<file path="src/rtl/avr_div_pkg.sv">
// Shared types and helpers for the AVR iterative divider.
// Contents:
//   div_state_t     - divider FSM states (IDLE, CALC, FIX, DONE)
//   div_lat_cycles  - enabled cycles from acceptance to done for a given width
//   cnt_width       - width of the per-bit iteration counter for a given width
package avr_div_pkg;

  typedef enum logic [1:0] {
    IDLE,
    CALC,
    FIX,
    DONE
  } div_state_t;

  // One cycle per quotient bit, plus the FIX cycle and the DONE cycle.
  function automatic int unsigned div_lat_cycles(input int unsigned width);
    return width + 2;
  endfunction

  // The counter is loaded with width-1 and counts down to 0.
  function automatic int unsigned cnt_width(input int unsigned width);
    return (width <= 2) ? 1 : $clog2(width);
  endfunction

endpackage

</file>
<file path="src/rtl/avr_div_step.sv">
// Single combinational restoring-division step.
// Ports:
//   rem_in  - partial remainder (always below the divisor)
//   bit_in  - next dividend bit shifted into the remainder
//   dvs_in  - divisor magnitude
//   rem_out - updated partial remainder
//   q_bit   - quotient bit produced by this step
module avr_div_step
  import avr_div_pkg::*;
#(
  parameter int unsigned WIDTH = 8
) (
  input  logic [WIDTH-1:0] rem_in,
  input  logic             bit_in,
  input  logic [WIDTH-1:0] dvs_in,
  output logic [WIDTH-1:0] rem_out,
  output logic             q_bit
);

  logic [WIDTH:0] rem_sh;
  logic [WIDTH:0] diff;

  // rem_in < dvs_in, so the shifted value fits in WIDTH+1 bits and the
  // top bit of the difference is a clean borrow flag.
  always_comb begin
    rem_sh  = {rem_in, bit_in};
    diff    = rem_sh - {1'b0, dvs_in};
    q_bit   = ~diff[WIDTH];
    rem_out = q_bit ? diff[WIDTH-1:0] : rem_sh[WIDTH-1:0];
  end

endmodule

</file>
<file path="src/rtl/avr_div.sv">
// Iterative restoring divider for the AVR core datapath.
// One quotient bit per enabled clock; quotient, remainder and flags are
// registered in FIX and held until the next operation completes.
// Optional feature: define AVR_DIV_SIGNED_EN to enable signed division
// (sgn=1); without it sgn is ignored and all division is unsigned.
// Ports:
//   cp2     - core clock, rising edge
//   ireset  - asynchronous active-high reset
//   cp2en   - clock enable, all registers hold when low
//   start   - request, sampled only in IDLE
//   sgn     - signed division select
//   rd_in   - dividend
//   rr_in   - divisor
//   busy    - operation in progress (CALC/FIX)
//   done    - one enabled cycle pulse, results valid
//   q_out   - quotient
//   r_out   - remainder
//   dz_out  - divide-by-zero flag
//   z_out   - quotient is zero
module avr_div
  import avr_div_pkg::*;
#(
  parameter int unsigned WIDTH   = 8,
  parameter int          use_rst = 1
) (
  input  logic             cp2,
  input  logic             ireset,
  input  logic             cp2en,
  input  logic             start,
  input  logic             sgn,
  input  logic [WIDTH-1:0] rd_in,
  input  logic [WIDTH-1:0] rr_in,
  output logic             busy,
  output logic             done,
  output logic [WIDTH-1:0] q_out,
  output logic [WIDTH-1:0] r_out,
  output logic             dz_out,
  output logic             z_out
);

  localparam int unsigned    CW       = cnt_width(WIDTH);
  localparam logic [CW-1:0]  CNT_LOAD = CW'(WIDTH - 1);
  localparam logic [CW-1:0]  CNT_ONE  = CW'(1);

  typedef struct packed {
    logic [WIDTH-1:0] dvd;   // dividend shift register; collects quotient bits
    logic [WIDTH-1:0] dvs;
    logic [WIDTH-1:0] rem;
    logic [CW-1:0]    cnt;
    logic             dz;
`ifdef AVR_DIV_SIGNED_EN
    logic             neg_q;
    logic             neg_r;
`endif
    logic [WIDTH-1:0] q;
    logic [WIDTH-1:0] r;
    logic             dzo;
    logic             zo;
  } dp_t;

  div_state_t       state;
  dp_t              dp_q;
  dp_t              dp_d;
  logic [WIDTH-1:0] mag_a;
  logic [WIDTH-1:0] mag_b;
  logic [WIDTH-1:0] step_rem;
  logic             step_q;
  logic [WIDTH-1:0] res_q;
  logic [WIDTH-1:0] res_r;

`ifdef AVR_DIV_SIGNED_EN
  logic neg_a;
  logic neg_b;
  assign neg_a = sgn & rd_in[WIDTH-1];
  assign neg_b = sgn & rr_in[WIDTH-1];
  assign mag_a = neg_a ? -rd_in : rd_in;
  assign mag_b = neg_b ? -rr_in : rr_in;
`else
  logic unused_sgn;
  assign unused_sgn = sgn;
  assign mag_a      = rd_in;
  assign mag_b      = rr_in;
`endif

  avr_div_step #(
    .WIDTH(WIDTH)
  ) u_step (
    .rem_in (dp_q.rem),
    .bit_in (dp_q.dvd[WIDTH-1]),
    .dvs_in (dp_q.dvs),
    .rem_out(step_rem),
    .q_bit  (step_q)
  );

  // On divide-by-zero dvd still holds the dividend magnitude, so the same
  // remainder sign fix restores the original dividend bit pattern.
  always_comb begin
    res_q = dp_q.dz ? '1 : dp_q.dvd;
    res_r = dp_q.dz ? dp_q.dvd : dp_q.rem;
`ifdef AVR_DIV_SIGNED_EN
    if (!dp_q.dz && dp_q.neg_q) res_q = -dp_q.dvd;
    if (dp_q.neg_r)             res_r = dp_q.dz ? -dp_q.dvd : -dp_q.rem;
`endif
  end

  always_ff @(posedge cp2 or posedge ireset) begin
    if (ireset) begin
      state <= IDLE;
      busy  <= 1'b0;
      done  <= 1'b0;
    end else if (cp2en) begin
      case (state)
        IDLE: begin
          if (start) begin
            state <= (rr_in == '0) ? FIX : CALC;
            busy  <= 1'b1;
          end
        end
        CALC: begin
          if (dp_q.cnt == '0) state <= FIX;
        end
        FIX: begin
          state <= DONE;
          busy  <= 1'b0;
          done  <= 1'b1;
        end
        DONE: begin
          state <= IDLE;
          done  <= 1'b0;
        end
        default: begin
          state <= IDLE;
          busy  <= 1'b0;
          done  <= 1'b0;
        end
      endcase
    end
  end

  always_comb begin
    dp_d = dp_q;
    if (cp2en) begin
      case (state)
        IDLE: begin
          if (start) begin
            dp_d.dvd = mag_a;
            dp_d.dvs = mag_b;
            dp_d.rem = '0;
            dp_d.cnt = CNT_LOAD;
            dp_d.dz  = (rr_in == '0);
`ifdef AVR_DIV_SIGNED_EN
            dp_d.neg_q = neg_a ^ neg_b;
            dp_d.neg_r = neg_a;
`endif
          end
        end
        CALC: begin
          dp_d.rem = step_rem;
          dp_d.dvd = {dp_q.dvd[WIDTH-2:0], step_q};
          dp_d.cnt = dp_q.cnt - CNT_ONE;
        end
        FIX: begin
          dp_d.q   = res_q;
          dp_d.r   = res_r;
          dp_d.dzo = dp_q.dz;
          dp_d.zo  = (res_q == '0);
        end
        default: ;
      endcase
    end
  end

  // cp2en gating lives in dp_d, so both register flavours share one next-state.
  generate
    if (use_rst != 0) begin : g_rst
      always_ff @(posedge cp2 or posedge ireset) begin
        if (ireset) dp_q <= '0;
        else        dp_q <= dp_d;
      end
    end else begin : g_nrst
      always_ff @(posedge cp2) begin
        dp_q <= dp_d;
      end
    end
  endgenerate

  assign q_out  = dp_q.q;
  assign r_out  = dp_q.r;
  assign dz_out = dp_q.dzo;
  assign z_out  = dp_q.zo;

endmodule

</file>
<file path="config.mk">
export PLATFORM = sky130hd
export DESIGN_NAME = avr_div
export DESIGN_NICKNAME = d
export VERILOG_FILES = /design/src/rtl/avr_div_pkg.sv /design/src/rtl/avr_div_step.sv /design/src/rtl/avr_div.sv
export SDC_FILE = /design/constraint.sdc
export NUM_CORES = 1
export LEC_CHECK = 0
export CAP_MARGIN = 40
export CORE_ASPECT_RATIO = 0.8
export CORE_MARGIN = 4
export CORE_UTILIZATION = 30
export DETAILED_ROUTE_END_ITERATION = 8
export SLEW_MARGIN = 30
export SYNTH_ARGS = -nofsm -noshare
export SYNTH_HDL_FRONTEND = slang
export SYNTH_SLANG_ARGS = --single-unit
</file>
<file path="constraint.sdc">
create_clock -name cp2 -period 2.53 [get_ports cp2]
set_clock_uncertainty 0.05 [all_clocks]
set_input_delay 0.6325 -clock cp2 [delete_from_list [all_inputs] [get_ports cp2]]
set_output_delay 0.6325 -clock cp2 [all_outputs]
set_load 0.01 [all_outputs]
</file>
==> results of run 1 <==
-- layout make-up --
cell class / instances / share of cell area (%)
flip-flops and latches: 50 / 37.2
multi-input cells: 177 / 37.0
clock inverters: 3 / 0.707
repair buffers: 49 / 14.3
well taps: 112 / 4.17
clock buffers: 5 / 3.72
inverters: 25 / 2.79
-- critical path, delay by kind of cell (launching register included) --
kind | cells | cell delay [ns]
and+or+nand+nor | 2 | 0.58
adders and majority gates | 2 | 0.56
DFF | 1 | 0.37
AOI/OAI and AO/OA | 3 | 0.32
buffers and inverters | 2 | 0.22
muxes | 1 | 0.14
-- Yosys cell counts (all sizes together) (3+ instances only) --
| master | n | area share (%) |
|---|---|---|
| a211o | 3 | 0.96 |
| a21oi | 5 | 1.1 |
| a222oi | 7 | 2.6 |
| buf | 17 | 4.8 |
| clkbuf | 11 | 1.5 |
| dfrtp | 50 | 46 |
| ha | 14 | 6.4 |
| inv | 25 | 3.4 |
| mux2 | 10 | 4.4 |
| mux2i | 12 | 4.4 |
| nand2 | 38 | 5.2 |
| nand2b | 7 | 1.6 |
| nand3 | 12 | 2.2 |
| nor2 | 8 | 1.1 |
| nor4 | 4 | 0.91 |
| o21ai | 31 | 5.9 |
| xor2 | 3 | 0.96 |
-- per-layer routing --
layer  up-vias  routed length (um)  global-route usage, %
li1       1005                   -                      -
met1       965                3180                   17.7
met2        41                2580                   16.8
met3         4                 273                   2.78
met4         0                  43                   2.74
met5         -                   0                      0
-- stage by stage --
| step | area [sq um] | util [%] | setup slack, ns |
|---|---|---|---|
| 3_3_place_gp | 3180 | 36.7 | -0.0313 |
| 2_1_floorplan | 2740 | - | 0.00703 |
| 3_5_place_dp | 3180 | 36.7 | -0.0721 |
| 5_1_grt | 3360 | 38.8 | 0.00706 |
| 4_1_cts | 3340 | 38.5 | 0.00753 |
| 6_report | 3360 | 38.8 | 0.155 |
-- worst max-delay path by stage --
stage,end,start
2_1_floorplan,dp_q[22]$_DFFE_PP0P_,dp_q[45]$_DFFE_PP0P_
3_3_place_gp,dp_q[28]$_DFFE_PP0P_,dp_q[45]$_DFFE_PP0P_
3_5_place_dp,dp_q[28]$_DFFE_PP0P_,dp_q[45]$_DFFE_PP0P_
4_1_cts,dp_q[28]$_DFFE_PP0P_,dp_q[45]$_DFFE_PP0P_
5_1_grt,dp_q[26]$_DFFE_PP0P_,dp_q[45]$_DFFE_PP0P_
6_report,dp_q[24]$_DFFE_PP0P_,dp_q[45]$_DFFE_PP0P_
-- registers in the layout (all words and copies together) (netlist names) --
name and cells:
busy 1, done 1, dp_q 28, dz_out 1, q_out 8, r_out 8, state 2, z_out 1
-- kinds of logic after synthesis --
logic type                 synth area share, %
and+or+nand+nor                           13.6
buffers and inverters                     9.74
DFF                                       45.7
muxes                                     8.78
AOI/OAI and AO/OA                         13.4
xor gates and xnor gates                  1.60
adders and majority gates                 7.13
-- power breakdown --
group / internal [W] / switching (W)
clock: 0.000370 / 0.000310
combinational: 0.00111 / 0.00107
sequential: 0.00113 / 0.000267
total: 0.00262 / 0.00164
-- timing repair --
action	CTS	global route
pin swaps	0	1
gates resized for setup	2	7
endpoints found under the setup margin	8	9
buffers inserted	0	0
==> results by group, run 1 <==
Run status
  – Status: completed

Timing
  – Final hold violation count: 0
  – Fin crit period: around 2.4 ns
  – Worst relative slew slack: between 50% and 60%
  – Tightest Pin Transition: approximately 0.73 ns
  – Max Freq: about 0.42 GHz
  – Final Max Tran Viols: 0
  – Crit share post-route: 93.9%
  – WHS: ~0.42 ns
  – RSZ-0062 raised after global routing: false
  – Final setup viols: 0
  – Setup TNS: 0 ns

Placement
  – Placed Cells: 413
  – Post-DP HPWL: ~4.6 mm
  – Placer Congestion: between 0.8 and 0.9
  – Number of port buffers: 39

Power and ir drop
  – Worst vdd ir: between 0.0004 and 0.0005 V
  – Tot Pwr: about 0.0043 W
  – Pleak: 1.56 nW
  – PD cells: around 1300 nW/um^2

Synthesis
  – Register area share after synthesis: 45.7%
  – Dominant synthesized flop cell: dfrtp_1
  – Synth Area per Inst: around 9.8 sq um
  – #FFs+latches synth: 50
  – Cell count after synthesis: 280
  – YS warnings: 0
  – EDFF count, synth: 0
  – Yosys cell types: 39
  – Syn_nets: roughly 320
  – Ys async rst share: between 90% and 100%
  – Post-synthesis cell area: ~2700 sq um

Clocking
  – Clock transition at path regs: ~0.07 ns
  – CTS tree: built
  – Clk Latency, worst-skew pair: between 0.2 and 0.3 ns
  – Clock root buffer: clkbuf_16
  – CTS buffer count: 5
  – Cts hold-fix bufs: 0
  – Clock tree buffer depth: 2
  – Clk sinks: 50
  – H-tree depth: 2

Layout
  – Final non-filler cell total: ~420
  – Seq. cell area: ~1300 sq um
  – Commonest non-fill, non-tap cell in the layout: dfrtp_1
  – Most frequent cells in the layout: dfrtp_1 (50), clkdlybuf4s50_1 (39), nand2_1 (37)
  – Area Growth Syn to Fin: 22.8%
  – Ratio of cells with drive above 1 in the final layout: roughly an eighth
  – Fillers: approximately 900
  – Nets: ~340
  – Ant. Diodes: 0
  – Multi-input gate area: approximately 1200 sq um

Die
  – Die area: 10,700 sq um
  – Num ports: about 40
  – Die width: ~110 um
  – Initial Util: approximately a third
  – FP Rows: 30
  – Die Span Y: between 90 and 100 um
  – CORE AREA: just under 9000 sq um

Worst setup path
  – Worst setup EP type: flip-flop
  – CP cell instances: inv_1 > ha_1 > fa_2 > nand2b_4 > a21oi_2 > a31oi_1 > or3b_4 > buf_6 > mux2i_1 > o21ai_0
  – Worst Path Max Fanout: 7
  – Reg-to-reg slack, setup: roughly 0.15 ns
  – CP startpoint kind: flip-flop
  – Critical Path AT: about 2.5 ns
  – Reg2Reg Depth: 10
  – Slowest CP cell: or3b_4
  – Critical path type: flip-flop to flip-flop
  – Critical Path RT: between 2 and 3 ns
  – R2r endpoint: dp_q[24]$_DFFE_PP0P_
  – Largest stage delay, worst path: 0.42 ns
  – FF-to-FF Start: dp_q[45]$_DFFE_PP0P_

Worst hold path
  – Hold Crit Class: flip-flop to flip-flop
  – Hold Crit Depth: 2
  – Hold EP: q_out[0]$_DFFE_PP0P_
  – Hold path startpoint: q_out[0]$_DFFE_PP0P_

Global route
  – Vias in the first global route: 1,977
  – Largest net degree at the start of global routing: 33
  – Global-route wire length before repair: ~10 mm
  – Antenna violations before repair: 0
  – Gr ovfl total: 0
  – Tot GR Track Use: 11.7%

Detailed routing
  – 1st-iter DRT viols: about 110
  – DRC Markers: 0
  – ANT nets after route: 0
  – Via count of the routed design: 2,015
  – Post-Route WL: 6.08 mm
  – Vias per cell: around 4.8
  – Post-DR wirelength/cell: about 14 um
  – DR pass1 iterations: 5

Job
  – Maximum Capacitance Violations: 0
(Power assumes the default switching activity.)
==> run 2: changes to the inputs <==
- clock period: 2.53 -> 3.1 ns (I/O delays scaled with it)
==> results by group, run 2 (synthesis gave the netlist of run 1 again) <==
Die
  – Die width: between 100 and 150 um
  – Die Span Y: around 93 um
  – Die area: about 11,000 sq um
  – Initial Util: about a third
  – FP Rows: 30
  – Num ports: 41
  – CORE AREA: between 8000 and 9000 sq um

Worst hold path
  – Hold Crit Depth: 2
  – Hold EP: q_out[4]$_DFFE_PP0P_
  – Hold Crit Class: flip-flop to flip-flop
  – Hold path startpoint: q_out[4]$_DFFE_PP0P_

Timing
  – Crit share post-route: roughly 90%
  – Final Max Tran Viols: 0
  – Setup TNS: 0 ns
  – Final setup viols: 0
  – WHS: about 0.42 ns
  – Worst relative slew slack: around half
  – Tightest Pin Transition: 0.744 ns
  – Final hold violation count: 0
  – Fin crit period: 2.87 ns
  – Max Freq: ~0.35 GHz
  – RSZ-0062 raised after global routing: false

Clocking
  – Post-CTS Setup Inserts: 0
  – Clock tree buffer depth: 2
  – Cts hold-fix bufs: 0
  – Clk Latency, worst-skew pair: around 0.29 ns
  – H-tree depth: 2
  – Clock root buffer: clkbuf_16
  – CTS buffer count: 5
  – Clock transition at path regs: 0.07 ns
  – CTS tree: built
  – Clk sinks: 50
  – Cts repair resizes: 0

Global route
  – Antenna violations before repair: 0
  – Tot GR Track Use: between 10% and 20%
  – Largest net degree at the start of global routing: 26
  – Vias in the first global route: 1,967
  – Global-route wire length before repair: between 10 and 15 mm
  – Gr ovfl total: 0

Detailed routing
  – DR pass1 iterations: 4
  – Post-DR wirelength/cell: ~14 um
  – Via count of the routed design: 2,017
  – Post-Route WL: 5.97 mm
  – Vias per cell: around 4.8
  – 1st-iter DRT viols: 109
  – ANT nets after route: 0
  – DRC Markers: 0

Power and ir drop
  – Tot Pwr: between 0.003 and 0.004 W
  – Pleak: approximately 1.5 nW
  – PD cells: 1010 nW/um^2
  – Worst vdd ir: roughly 0.00038 V

Layout
  – Top reg by flops: dp_q
  – Commonest non-fill, non-tap cell in the layout: dfrtp_1
  – Final non-filler cell total: ~420
  – Max reg flops: 28
  – Nets: between 300 and 400
  – Area Growth Syn to Fin: 20.2%
  – Ratio of cells with drive above 1 in the final layout: a little under a tenth
  – Most frequent cells in the layout: dfrtp_1 (50), clkdlybuf4s50_1 (39), nand2_1 (38)
  – Ant. Diodes: 0
  – Final Util: a little under two fifths

Placement
  – Placer Congestion: roughly 0.77
  – Placed Cells: roughly 410
  – Number of port buffers: 39
  – Post-DP HPWL: approximately 4.6 mm

Worst setup path
  – R2r endpoint: dp_q[23]$_DFFE_PP0P_
  – Worst Path Max Fanout: 9
  – Reg2Reg Depth: 9
  – CP startpoint kind: flip-flop
  – Reg-to-reg slack, setup: between 0.2 and 0.25 ns
  – FF-to-FF Start: dp_q[45]$_DFFE_PP0P_
  – Worst setup EP type: flip-flop
  – Critical path type: flip-flop to flip-flop
  – Critical Path RT: around 3.3 ns
  – Critical Path AT: 3.04 ns

Job
  – Maximum Capacitance Violations: 0

Run status
  – Status: completed
run 2: cell type report:
type,count,area (sq um)
Sequential cell,50,1250
Inverter,25,93.8
Tap cell,112,140
Multi-Input combinational cell,177,1220
Fill cell,866,5380
Timing Repair Buffer,45,435
Clock buffer,6,139
Clock inverter,2,12.5
run 2: how the worst max path moves through the flow:
stage	slack [ns]	from	endpoint
after floorplan	0.58	dp_q[45]$_DFFE_PP0P_	dp_q[22]$_DFFE_PP0P_
final	0.23	dp_q[45]$_DFFE_PP0P_	dp_q[23]$_DFFE_PP0P_
after global placement	0.29	dp_q[45]$_DFFE_PP0P_	dp_q[23]$_DFFE_PP0P_
after global routing	0.08	dp_q[45]$_DFFE_PP0P_	dp_q[23]$_DFFE_PP0P_
after detailed placement	0.27	dp_q[45]$_DFFE_PP0P_	dp_q[22]$_DFFE_PP0P_
after CTS	0.24	dp_q[45]$_DFFE_PP0P_	dp_q[23]$_DFFE_PP0P_
run 2: routing by layer:
metal	GRT usage, %	wire (um)	up-vias
met3	2.85	339	2
met2	16.3	2560	49
met1	18.2	3060	955
met4	2.35	7	0
li1	-	-	1011
met5	0	0	-
run 2: metrics by stage:
step / worst slack [ns] / area (sq um)
6_report: 0.228 / 3290
5_1_grt: 0.0789 / 3290
4_1_cts: 0.241 / 3290
3_5_place_dp: 0.274 / 3140
3_3_place_gp: 0.291 / 3140
2_1_floorplan: 0.577 / 2740
run 2: where the power goes:
part	switching, W	internal, W	total (W)
Clock	0.000237	0.000320	0.000557
Sequential	0.000238	0.000925	0.00116
Combinational	0.000785	0.000805	0.00159
Total	0.00126	0.00205	0.00331
run 2: worst max-delay path, cell delays in order (launching register included):
cell and delay, ns:
dfrtp_1 0.45, inv_1 0.10, ha_1 0.22, fa_1 0.40
nand2b_1 0.19, a21oi_1 0.21, a31oi_1 0.11, or3b_1 0.60
mux2_4 0.38, o21ai_2 0.10
